===== src/rtl/dffsnq_pipe_pkg.sv =====
// rtl/dffsnq_pipe_pkg.sv - shared helpers for the preset-register pipeline
package dffsnq_pipe_pkg;

    localparam int MAX_WIDTH = 1024;

    function automatic int occ_width(input int depth);
        return $clog2(depth + 1);
    endfunction

    // All-ones in the low `width` bits; callers truncate to their own WIDTH.
    function automatic logic [MAX_WIDTH-1:0] default_preset(input int width);
        logic [MAX_WIDTH-1:0] v;
        v = '0;
        for (int b = 0; b < MAX_WIDTH; b++) begin
            if (b < width) v[b] = 1'b1;
        end
        return v;
    endfunction

endpackage


===== src/rtl/dffsnq_pipe_if.sv =====
// rtl/dffsnq_pipe_if.sv - upstream/downstream handshake bundle of the pipeline
interface dffsnq_pipe_if #(
    parameter int WIDTH = 8
);
    logic             in_valid;
    logic             in_ready;
    logic [WIDTH-1:0] d;
    logic             out_valid;
    logic             out_ready;
    logic [WIDTH-1:0] q;

    modport master (
        output in_valid, d, out_ready,
        input  in_ready, out_valid, q
    );

    modport slave (
        input  in_valid, d, out_ready,
        output in_ready, out_valid, q
    );
endinterface


===== src/rtl/dffsnq_pipe_stage.sv =====
// rtl/dffsnq_pipe_stage.sv - one vld+dat register pair with async preset and ready
module dffsnq_pipe_stage #(
    parameter int               WIDTH  = 8,
    parameter logic [WIDTH-1:0] PRESET = '1
) (
    input  logic             clk,
    input  logic             setn,
    input  logic             up_vld,
    input  logic [WIDTH-1:0] up_dat,
    input  logic             dn_rdy,
    output logic             rdy,
    output logic             vld,
    output logic [WIDTH-1:0] dat
);

    // An empty stage can always load, so bubbles are absorbed here.
    assign rdy = !vld || dn_rdy;

    always_ff @(posedge clk or negedge setn) begin
        if (!setn) begin
            vld <= 1'b0;
            dat <= PRESET;
        end else if (rdy) begin
            vld <= up_vld;
            if (up_vld) dat <= up_dat;
        end
    end

endmodule


===== src/rtl/dffsnq_pipe.sv =====
// rtl/dffsnq_pipe.sv - back-pressured preset-register pipeline; optional OCC via DFFSNQ_PIPE_OCC_EN
module dffsnq_pipe
    import dffsnq_pipe_pkg::*;
#(
    parameter int               WIDTH  = 8,
    parameter int               DEPTH  = 4,
    parameter logic [WIDTH-1:0] PRESET = WIDTH'(default_preset(WIDTH))
) (
    input  logic                          clk,
    input  logic                          setn,
`ifdef DFFSNQ_PIPE_OCC_EN
    output logic [occ_width(DEPTH)-1:0]   occ,
`endif
    dffsnq_pipe_if.slave                  bus
);

    for (genvar i = 0; i < DEPTH; i++) begin : g_stage
        logic             up_vld;
        logic [WIDTH-1:0] up_dat;
        logic             dn_rdy;
        logic             stg_rdy;
        logic             stg_vld;
        logic [WIDTH-1:0] stg_dat;

        if (i == 0) begin : g_head
            assign up_vld = bus.in_valid;
            assign up_dat = bus.d;
        end else begin : g_body
            assign up_vld = g_stage[i-1].stg_vld;
            assign up_dat = g_stage[i-1].stg_dat;
        end

        if (i == DEPTH - 1) begin : g_tail
            assign dn_rdy = bus.out_ready;
        end else begin : g_mid
            assign dn_rdy = g_stage[i+1].stg_rdy;
        end

        dffsnq_pipe_stage #(
            .WIDTH  (WIDTH),
            .PRESET (PRESET)
        ) u_stage (
            .clk    (clk),
            .setn   (setn),
            .up_vld (up_vld),
            .up_dat (up_dat),
            .dn_rdy (dn_rdy),
            .rdy    (stg_rdy),
            .vld    (stg_vld),
            .dat    (stg_dat)
        );
    end

    assign bus.in_ready  = g_stage[0].stg_rdy;
    assign bus.out_valid = g_stage[DEPTH-1].stg_vld;
    assign bus.q         = g_stage[DEPTH-1].stg_dat;

`ifdef DFFSNQ_PIPE_OCC_EN
    localparam int               OCC_W   = occ_width(DEPTH);
    localparam logic [OCC_W-1:0] OCC_ONE = OCC_W'(1);

    logic             push;
    logic             pop;
    logic [OCC_W-1:0] occ_q;

    assign push = bus.in_valid && bus.in_ready;
    assign pop  = bus.out_valid && bus.out_ready;

    // Tracks popcount(vld): the handshakes are the only ways a word enters or leaves.
    always_ff @(posedge clk or negedge setn) begin
        if (!setn) begin
            occ_q <= '0;
        end else begin
            case ({push, pop})
                2'b10:   occ_q <= occ_q + OCC_ONE;
                2'b01:   occ_q <= occ_q - OCC_ONE;
                default: occ_q <= occ_q;
            endcase
        end
    end

    assign occ = occ_q;
`endif

endmodule


===== src/flat_wrapper.sv =====
// flat-port wrapper written by rule: the top's interface ports become plain ports
module dffsnq_pipe_flat import dffsnq_pipe_pkg::*;
#(
    parameter int               WIDTH  = 8,
    parameter int               DEPTH  = 4,
    parameter logic [WIDTH-1:0] PRESET = WIDTH'(default_preset(WIDTH))
)
  (clk, setn, bus_in_valid, bus_d, bus_out_ready, bus_in_ready, bus_out_valid, bus_q);
  dffsnq_pipe_if #(.WIDTH(WIDTH)) bus_i ();
  input  logic clk;
  input  logic setn;
  input wire logic [$bits(bus_i.in_valid)-1:0] bus_in_valid;
  input wire logic [$bits(bus_i.d)-1:0] bus_d;
  input wire logic [$bits(bus_i.out_ready)-1:0] bus_out_ready;
  output wire logic [$bits(bus_i.in_ready)-1:0] bus_in_ready;
  output wire logic [$bits(bus_i.out_valid)-1:0] bus_out_valid;
  output wire logic [$bits(bus_i.q)-1:0] bus_q;
  assign bus_i.in_valid = bus_in_valid;
  assign bus_i.d = bus_d;
  assign bus_i.out_ready = bus_out_ready;
  assign bus_in_ready = bus_i.in_ready;
  assign bus_out_valid = bus_i.out_valid;
  assign bus_q = bus_i.q;
  dffsnq_pipe #(.WIDTH(WIDTH), .DEPTH(DEPTH), .PRESET(PRESET)) u_core (.clk(clk), .setn(setn), .bus(bus_i));
endmodule

===== config.mk =====
export PLATFORM = sky130hd
export DESIGN_NAME = dffsnq_pipe_flat
export DESIGN_NICKNAME = d
export VERILOG_FILES = /design/src/rtl/dffsnq_pipe_pkg.sv /design/src/rtl/dffsnq_pipe_if.sv /design/src/rtl/dffsnq_pipe_stage.sv /design/src/rtl/dffsnq_pipe.sv /design/src/flat_wrapper.sv
export SDC_FILE = /design/constraint.sdc
export NUM_CORES = 1
export LEC_CHECK = 0
export BUFFER_PORTS_ARGS = -buffer_cell sky130_fd_sc_hd__buf_4
export CORE_MARGIN = 5
export CORE_UTILIZATION = 43
export DETAILED_ROUTE_END_ITERATION = 16
export GPL_TIMING_DRIVEN = 0
export SKIP_LAST_GASP = 1
export SYNTH_ARGS = -nofsm -noshare
export SYNTH_HDL_FRONTEND = slang
export SYNTH_SLANG_ARGS = --single-unit

===== constraint.sdc =====
create_clock -name clk -period 1.3 [get_ports clk]
set_input_delay 0.13 -clock clk [delete_from_list [all_inputs] [get_ports clk]]
set_output_delay 0.13 -clock clk [all_outputs]
set_load 0.01 [all_outputs]

==> results of run 1 <==
state kept, by name (all words and copies together), names as in the netlist:
register	cells
u_core.g_stage.u_stage.dat	32
u_core.g_stage.u_stage.vld	4
power groups by stage:
| stage | sequential, uW | combinational [uW] | clock (uW) |
|---|---|---|---|
| after floorplan | 1950 | 436 | 0 |
| after global placement | 1920 | 780 | 0 |
| after detailed placement | 1950 | 810 | 0 |
| after CTS | 1930 | 848 | 659 |
| after global routing | 2000 | 926 | 716 |
| final | 1920 | 853 | 636 |
layer usage:
metal | share of wire, % | up-vias | global-route usage, % | wire, um
met5 | 0 | - | 0 | 0
met4 | 2.2 | 0 | 5.32 | 46
met3 | 6.5 | 6 | 5.23 | 138
met2 | 49 | 17 | 18.1 | 1040
met1 | 42 | 378 | 13.3 | 886
li1 | - | 357 | - | -
worst paths after layout:
path / start / endpoint / slack [ps]
hold reg to reg: u_core.g_stage[0].u_stage.vld$_DFFE_PN0P_ / u_core.g_stage[1].u_stage.vld$_DFFE_PN0P_ / 560
min in group asynchronous: setn / u_core.g_stage[0].u_stage.vld$_DFFE_PN0P_ / 270
max in group asynchronous: setn / u_core.g_stage[3].u_stage.dat[2]$_DFFE_PN1P_ / 690
setup reg to reg: u_core.g_stage[3].u_stage.vld$_DFFE_PN0P_ / u_core.g_stage[0].u_stage.dat[1]$_DFFE_PN1P_ / -90
setup / recovery: u_core.g_stage[3].u_stage.vld$_DFFE_PN0P_ / u_core.g_stage[0].u_stage.dat[1]$_DFFE_PN1P_ / -90
hold / removal: bus_in_valid / u_core.g_stage[0].u_stage.vld$_DFFE_PN0P_ / 20
worst register-to-register path, stage by stage (launching register included):
cell and delay [ps]:
dfrtp_2 430, nand4b_4 130, buf_6 140, o21ai_4 160
buf_12 140, mux2_2 330
repair_timing:
item / CTS / global route
endpoints found under the setup margin: 17 / 33
setup buffers: 3 / 1
pin swaps: 1 / 1
resized for setup: 4 / 9
gates cloned: 0 / 0
hold endpoints to repair: 4 / 1
hold buffers: 1 / 1
per-stage QoR:
step,area [um^2],instances,util (%)
after floorplan,1390,81,-
after global placement,1610,146,52.2
after detailed placement,1610,146,52.2
after CTS,1730,157,56.3
after global routing,1780,159,58.0
final,1780,159,58.0
cell families after synthesis:
| group | after synthesis | share of synthesized area (%) |
|---|---|---|
| flip-flops | 36 | 67.6 |
| AND/OR/NAND/NOR | 8 | 3.68 |
| multiplexers | 32 | 25.9 |
| buffers and inverters | 2 | 0.539 |
| AO/OA/AOI/OAI | 3 | 2.34 |
final cells by class:
class | count | area [um^2] | area share [%]
Inverter | 2 | 7.51 | 0.421
Sequential cell | 36 | 943 | 52.9
Tap cell | 44 | 55.1 | 3.09
Multi-Input combinational cell | 43 | 485 | 27.2
Timing Repair Buffer | 27 | 228 | 12.8
Clock buffer | 7 | 65.1 | 3.65
cell usage in the layout, fill, tap and decap left out:
| master | n |
|---|---|
| buf_6 | 2 |
| dfrtp_1 | 2 |
| o21bai_1 | 1 |
| nand2b_1 | 1 |
| nand4b_4 | 1 |
| o21ai_4 | 2 |
| clkbuf_4 | 5 |
| inv_1 | 2 |
| mux2_2 | 28 |
| dlygate4sd3_1 | 2 |
| buf_12 | 1 |
| nand2b_4 | 1 |
| buf_4 | 22 |
| nand2_2 | 1 |
| or2_4 | 1 |
| mux2_4 | 4 |
| clkbuf_8 | 2 |
| dfrtp_2 | 2 |
| nand2_1 | 3 |
| dfstp_2 | 32 |
==> impl_metrics.py, run 1 <==
metrics = {
    "run_status": {
        "status": "finished, violations left",
        "violations": "setup timing",
    },
    "timing": {
        "final_hold_viol_count": 0,
        "setup_viol": 9,
        "rsz0062_at_grt": "yes",
        "finalCritPeriodShare_pct": 107,
        "whs_ps": 21.0,
        "slew_headroom_pct": 71.9,
        "min_period_ps": 1390,
        "worst_clock_skew_ps": 7.20,
        "setup_slack_ps": -90.6,
        "tightest_slew_ps": 422,
        "drv_slew": 0,
        "max_freq_mhz": 719,
        "finalSetupTns_ps": -654,
    },
    "synthesis": {
        "synth.area.top_cells": "dfstp_2, mux2_2, dfrtp_1, o21ai_4, nand4b_2",
        "synth_top_area_share_pct": 60.4,
        "syn_nets": 93,
        "synth_edf_count": 0,
        "seq_area_frac_synth_pct": 67.6,
        "synthArstFlopShare_pct": 100,
        "synth_warnings": 0,
        "ys_seq_elements": 36,
        "synth_ff_type": "dfstp_2",
        "synth_cells": 81,
        "synthTopCellsByCount": "dfstp_2, mux2_2, dfrtp_1, nand2_1",
        "syn_avg_cell_area_um2": 17.2,
        "yosys.area.top_type": "dfstp_2",
        "synth.distinct_cells": 12,
        "synth_area_um2": 1390,
    },
    "setup_path": {
        "reg2reg_depth": 5,
        "arrival_ps": 1650,
        "cp_top_family": "flip-flops",
        "cp-end-kind": "flip-flop",
        "slowest_stage": "dfrtp_2",
        "start_kind": "flip-flop",
        "max_stage_delay_ps": 430,
        "path_class": "reg2reg",
        "cp.required_ps": 1560,
        "crit_path_cell_trace": "nand4b_4 -> buf_6 -> o21ai_4 -> buf_12 -> mux2_2",
        "worst-path-buf-inv": 2,
        "worstSetupPathDepth": 5,
        "cp_max_fo": 8,
    },
    "job": {
        "max-cap-violations": 0,
    },
    "grt": {
        "globalRouteTotalUtil_pct": 11.5,
        "antenna_found_initial": 0,
        "grt_pass1_vias": 807,
        "grt_pass1_wl_um": 3710,
        "grt-ovfl-total": 0,
        "grt_max_degree": 37,
    },
    "power_and_ir_drop": {
        "finalPower_uw": 3410,
        "share_comb_of_total_power_pct": 25.0,
        "clockPowerShare_pct": 18.6,
        "intPower_uw": 2580,
        "p_per_area_nw_per_um2": 1910,
        "p_leak_uw": 0.000755,
        "switching_share_pct": 24.2,
        "irDropWorstVdd_v": 0.000869,
        "switching_power_uw": 824,
        "seq_power_share_pct": 56.3,
    },
    "placed_design": {
        "dp_hpwl_um": 1520,
        "io_buffers": 21,
        "gp_congestion": 0.611,
        "dp_slack_ps": -64.8,
    },
    "die": {
        "die_y_um": 66.9,
        "coreArea_um2": 3080,
        "boundaryPins": 22,
        "die-width_um": 66.9,
        "row_count": 20,
        "start_util_pct": 45.2,
        "design.die.area_um2": 4480,
    },
    "cts": {
        "cts_tree": "done",
        "cts_root_buf": "clkbuf_4",
        "clk_pin_slew_ps": 100,
        "clkLatencyLatePin_ps": 330,
        "cts.sinks": 36,
        "clockBufferDepth": 2,
        "cts_buffers": 5,
        "htreeDepth": 2,
    },
    "cells_and_area": {
        "fin_nets": 127,
        "syn2layout_area_growth_pct": 28.1,
        "n_antenna_cell": 0,
        "fill_cells": 293,
        "drive_gt1_share_pct": 90.4,
    },
    "min_path": {
        "hold_depth": 2,
        "hold_class": "in2reg",
    },
    "routing": {
        "dr.pass1.iters": 2,
        "remaining_drc_errors": 0,
        "vias_per_cell": 4.77,
        "ant_nets": 0,
        "drt-initial-drc-count": 2,
        "vias": 758,
        "wl_per_cell_um": 13.3,
        "wirelength_um": 2110,
    },
}
Power figures use the tool's default switching activity.
==> run 2: changes to the inputs <==
--- a/config.mk
+++ b/config.mk
@@ -7,9 +7,10 @@
 export LEC_CHECK = 0
 export BUFFER_PORTS_ARGS = -buffer_cell sky130_fd_sc_hd__buf_4
 export CORE_MARGIN = 5
-export CORE_UTILIZATION = 43
+export CORE_UTILIZATION = 54
 export DETAILED_ROUTE_END_ITERATION = 16
 export GPL_TIMING_DRIVEN = 0
+export PLACE_DENSITY = 0.77
 export SKIP_LAST_GASP = 1
 export SYNTH_ARGS = -nofsm -noshare
 export SYNTH_HDL_FRONTEND = slang
==> impl_metrics.py, run 2 (synthesized netlist as in run 1, its figures left out) <==
metrics = {
    "timing": {
        "setup_slack_ps": -91.7,
        "rsz0062_at_grt": "yes",
        "min_period_ps": 1390,
        "whs_ps": 33.9,
        "final_hold_viol_count": 0,
        "slew_headroom_pct": 72.7,
        "setup_viol": 10,
        "max_freq_mhz": 719,
        "drv_slew": 0,
        "tightest_slew_ps": 410,
        "finalCritPeriodShare_pct": 107,
        "worst_clock_skew_ps": 4.46,
    },
    "routing": {
        "vias": 743,
        "ant_nets": 0,
        "vias_per_cell": 5.12,
        "wl_per_cell_um": 14.4,
        "wirelength_um": 2080,
        "dr.pass1.iters": 2,
        "drt-initial-drc-count": 5,
        "remaining_drc_errors": 0,
    },
    "grt": {
        "grt_pass1_vias": 816,
        "grt-ovfl-total": 0,
        "grt_max_degree": 37,
        "antenna_found_initial": 0,
        "globalRouteTotalUtil_pct": 13.9,
        "grt_pass1_wl_um": 3730,
    },
    "cts": {
        "clockBufferDepth": 2,
        "htreeDepth": 2,
        "cts_root_buf": "clkbuf_4",
        "cts_tree": "done",
        "cts.sinks": 36,
        "cts_buffers": 5,
        "clk_pin_slew_ps": 90,
        "clkLatencyLatePin_ps": 320,
    },
    "setup_path": {
        "slowest_stage": "dfrtp_2",
        "crit_path_cell_trace": "nand4b_4 -> or2_4 -> buf_4",
        "worst-path-buf-inv": 1,
        "path_class": "reg2out",
        "start_kind": "flip-flop",
        "arrival_ps": 1260,
        "cp.required_ps": 1170,
        "cp-end-kind": "primary output",
        "cp_max_fo": 3,
        "cp_top_family": "flip-flops",
        "max_stage_delay_ps": 430,
    },
    "placed_design": {
        "dp_slack_ps": -78.0,
        "io_buffers": 21,
        "gp_congestion": 0.632,
        "dp_hpwl_um": 1520,
        "postPlaceCellArea_um2": 1590,
    },
    "die": {
        "boundaryPins": 22,
        "die_y_um": 60.8,
        "design.die.area_um2": 3690,
        "row_count": 18,
        "start_util_pct": 56.2,
        "die-width_um": 60.8,
        "coreArea_um2": 2480,
    },
    "cells_and_area": {
        "top_regs": "u_core.g_stage.u_stage.dat x32, u_core.g_stage.u_stage.vld x4",
        "n_antenna_cell": 0,
        "top_register": "u_core.g_stage.u_stage.dat",
        "drive_gt1_share_pct": 88.7,
        "syn2layout_area_growth_pct": 26.4,
        "fin_nets": 126,
        "mostFrequentLayoutCells": "dfstp_2, mux2_2, buf_4",
        "fin_area_um2": 1760,
        "largest_register_ffs": 32,
        "final_common_cell": "dfstp_2",
    },
    "power_and_ir_drop": {
        "p_leak_uw": 0.000764,
        "irDropWorstVdd_v": 0.00125,
        "p_per_area_nw_per_um2": 1920,
    },
    "run_status": {
        "violations": "setup timing",
        "status": "finished, violations left",
    },
    "job": {
        "max-cap-violations": 0,
    },
    "min_path": {
        "hold_class": "in2reg",
    },
}
==> run 2: cell types whose count changed in the layout (fill, tap and decap cells not counted), sizes merged <==
cell         change
clkbuf           +1
dlygate4sd3      -1
==> run 2: path summary, 6_finish.rpt <==
check / startpoint / to / slack [ps] / cells after the start
min: bus_in_valid / u_core.g_stage[0].u_stage.vld$_DFFE_PN0P_ / 30 / 2
min reg2reg: u_core.g_stage[0].u_stage.vld$_DFFE_PN0P_ / u_core.g_stage[1].u_stage.vld$_DFFE_PN0P_ / 550 / 2
max reg2reg: u_core.g_stage[3].u_stage.vld$_DFFE_PN0P_ / u_core.g_stage[0].u_stage.dat[0]$_DFFE_PN1P_ / -80 / 5
max in group asynchronous: setn / u_core.g_stage[0].u_stage.dat[4]$_DFFE_PN1P_ / 680 / 2
min in group asynchronous: setn / u_core.g_stage[3].u_stage.vld$_DFFE_PN0P_ / 290 / 2
max: u_core.g_stage[3].u_stage.vld$_DFFE_PN0P_ / bus_in_ready / -90 / 3
==> run 2: cell type report <==
cell class                 instances  area, um^2
sequential                        36         942
fill                             176         717
multi-input combinational         43         500
timing repair buffer              26         214
clock buffer                       8        58.8
tap                               30        37.5
inverter                           2        7.51
==> run 2: per-layer routing <==
metal | vias to the layer above | GRT usage [%] | share of wire (%)
met4 | 0 | 5.57 | 1.0
met3 | 3 | 3.83 | 5.7
met2 | 18 | 22.7 | 51
li1 | 356 | - | -
met1 | 366 | 17.7 | 42
met5 | - | 0 | 0
==> run 2: per-stage QoR <==
step / utilization (%) / setup TNS, ps / instances / power, uW
after floorplan: - / 0 / 81 / 2390
after global placement: 64.1 / -46.9 / 132 / 2690
after detailed placement: 64.1 / -997 / 132 / 2770
after CTS: 70.7 / -1220 / 145 / 3430
after global routing: 71.1 / -1670 / 145 / 3580
final: 71.1 / -686 / 145 / 3390
==> run 2: repair_timing <==
action	CTS	global route
pin swaps	2	1
endpoints found under the hold margin	4	0
endpoints found under the setup margin	17	33
cloned	0	0
setup buffers	4	0
hold buffers	1	0
gates resized for setup	12	2
==> run 2: power by group <==
part / total [uW] / internal (uW) / switching (uW)
sequential: 1930 / 1730 / 195
combinational: 876 / 553 / 322
clock: 582 / 267 / 315
==> run 3: changes to the inputs <==
--- a/config.mk
+++ b/config.mk
@@ -6,11 +6,14 @@
 export NUM_CORES = 1
 export LEC_CHECK = 0
 export BUFFER_PORTS_ARGS = -buffer_cell sky130_fd_sc_hd__buf_4
+export CAP_MARGIN = 25
+export CELL_PAD_IN_SITES_DETAIL_PLACEMENT = 0
+export CELL_PAD_IN_SITES_GLOBAL_PLACEMENT = 1
 export CORE_MARGIN = 5
-export CORE_UTILIZATION = 54
+export CORE_UTILIZATION = 45
 export DETAILED_ROUTE_END_ITERATION = 16
 export GPL_TIMING_DRIVEN = 0
-export PLACE_DENSITY = 0.77
+export PLACE_DENSITY_LB_ADDON = 0.1
 export SKIP_LAST_GASP = 1
 export SYNTH_ARGS = -nofsm -noshare
 export SYNTH_HDL_FRONTEND = slang
==> impl_metrics.py, run 3 (synthesized netlist as in run 1, its figures left out) <==
metrics = {
    "placed_design": {
        "gp_congestion": 0.635,
        "dp_slack_ps": -56.6,
        "dp_hpwl_um": 1420,
        "io_buffers": 21,
        "postPlaceCellArea_um2": 1590,
    },
    "power_and_ir_drop": {
        "p_leak_uw": 0.000779,
        "irDropWorstVdd_v": 0.000843,
        "p_per_area_nw_per_um2": 1870,
        "finalPower_uw": 3410,
    },
    "die": {
        "die_y_um": 65.6,
        "start_util_pct": 46.4,
        "coreArea_um2": 3000,
        "row_count": 20,
        "boundaryPins": 22,
        "die-width_um": 65.6,
        "design.die.area_um2": 4310,
    },
    "cts": {
        "clockBufferDepth": 2,
        "htreeDepth": 2,
        "cts_root_buf": "clkbuf_4",
        "cts_buffers": 5,
        "clkLatencyLatePin_ps": 320,
        "cts_tree": "done",
        "cts.sinks": 36,
        "clk_pin_slew_ps": 100,
    },
    "grt": {
        "grt_pass1_vias": 805,
        "grt_pass1_wl_um": 3660,
        "grt-ovfl-total": 0,
        "globalRouteTotalUtil_pct": 11.5,
        "antenna_found_initial": 0,
        "grt_max_degree": 37,
    },
    "routing": {
        "vias": 757,
        "wl_per_cell_um": 12.9,
        "drt-initial-drc-count": 12,
        "ant_nets": 0,
        "remaining_drc_errors": 0,
        "vias_per_cell": 4.88,
        "dr.pass1.iters": 2,
        "wirelength_um": 2010,
    },
    "cells_and_area": {
        "fin_nets": 133,
        "top_regs": "u_core.g_stage.u_stage.dat x32, u_core.g_stage.u_stage.vld x4",
        "top_register": "u_core.g_stage.u_stage.dat",
        "n_antenna_cell": 0,
        "final_common_cell": "dfstp_2",
        "ff_latch_area_um2": 942,
        "syn2layout_area_growth_pct": 31.1,
        "drive_gt1_share_pct": 85.2,
        "mostFrequentLayoutCells": "dfstp_2, mux2_2, buf_4",
        "largest_register_ffs": 32,
        "fill_cells": 239,
        "fin_area_um2": 1830,
        "multi_input_area_um2": 485,
    },
    "job": {
        "max-cap-violations": 0,
    },
    "min_path": {
        "hold_class": "in2reg",
        "hold_depth": 2,
    },
    "setup_path": {
        "cp-end-kind": "flip-flop",
        "cp.required_ps": 1560,
        "reg2reg_depth": 5,
        "cp_max_fo": 8,
        "path_class": "reg2reg",
        "start_kind": "flip-flop",
        "arrival_ps": 1650,
    },
    "timing": {
        "finalCritPeriodShare_pct": 107,
        "setup_slack_ps": -96.7,
        "worst_clock_skew_ps": 4.29,
        "max_freq_mhz": 716,
        "min_period_ps": 1400,
        "setup_viol": 9,
        "final_hold_viol_count": 0,
        "tightest_slew_ps": 426,
        "rsz0062_at_grt": "yes",
        "drv_slew": 0,
        "slew_headroom_pct": 71.6,
    },
    "run_status": {
        "violations": "setup timing",
        "status": "finished, violations left",
    },
}
-- run 3: layer usage --
layer | GRT usage [%] | up-vias | share of wire [%]
met5 | 0 | - | 0
met4 | 3.89 | 0 | 0.85
met3 | 7.01 | 3 | 6.6
met2 | 17.3 | 19 | 48
met1 | 13.5 | 368 | 44
li1 | - | 367 | -
-- run 3: worst paths after layout --
path / end / start / slack, ps
min: u_core.g_stage[0].u_stage.dat[0]$_DFFE_PN1P_ / bus_d[0] / 40
min in group asynchronous: u_core.g_stage[2].u_stage.vld$_DFFE_PN0P_ / setn / 280
max: u_core.g_stage[0].u_stage.dat[7]$_DFFE_PN1P_ / u_core.g_stage[3].u_stage.vld$_DFFE_PN0P_ / -100
max reg2reg: u_core.g_stage[0].u_stage.dat[7]$_DFFE_PN1P_ / u_core.g_stage[3].u_stage.vld$_DFFE_PN0P_ / -100
min reg2reg: u_core.g_stage[1].u_stage.vld$_DFFE_PN0P_ / u_core.g_stage[0].u_stage.vld$_DFFE_PN0P_ / 550
max in group asynchronous: u_core.g_stage[3].u_stage.dat[2]$_DFFE_PN1P_ / setn / 680
-- run 3: through the flow --
step           setup TNS, ps  util (%)  instances  hold slack, ps
3_5_place_dp            -775      53.0        135            99.9
5_1_grt                -1950      60.8        155           0.580
2_1_floorplan              0         -         81            -166
3_3_place_gp            -162      53.0        135            92.5
4_1_cts                 -892      57.6        147            13.2
6_report                -777      60.8        155            35.6
-- run 3: final cells by class --
cell class                 instances  area share, %
sequential                        36           51.6
multi-input combinational         43           26.6
timing repair buffer              33           15.9
clock buffer                       8           3.22
tap                               33           2.26
inverter                           2          0.411
-- run 3: where the power goes --
part	switching, uW	total [uW]	internal, uW	leakage, uW
sequential	187	1920	1730	0.000378
combinational	315	897	582	0.000368
clock	321	588	267	0.0000326
-- run 3: timing repair --
action | in CTS | in global routing
hold endpoints to repair | 4 | 6
gates resized for setup | 7 | 3
pin swaps | 3 | 1
buffers inserted | 3 | 2
hold buffers | 1 | 6
endpoints found under the setup margin | 17 | 25
-- run 3: worst max-delay path, stage by stage (launching register included) --
cell and delay [ps]:
dfrtp_2 430, nand4b_4 110, buf_4 160, o21ai_4 160
buf_12 140, mux2_2 320
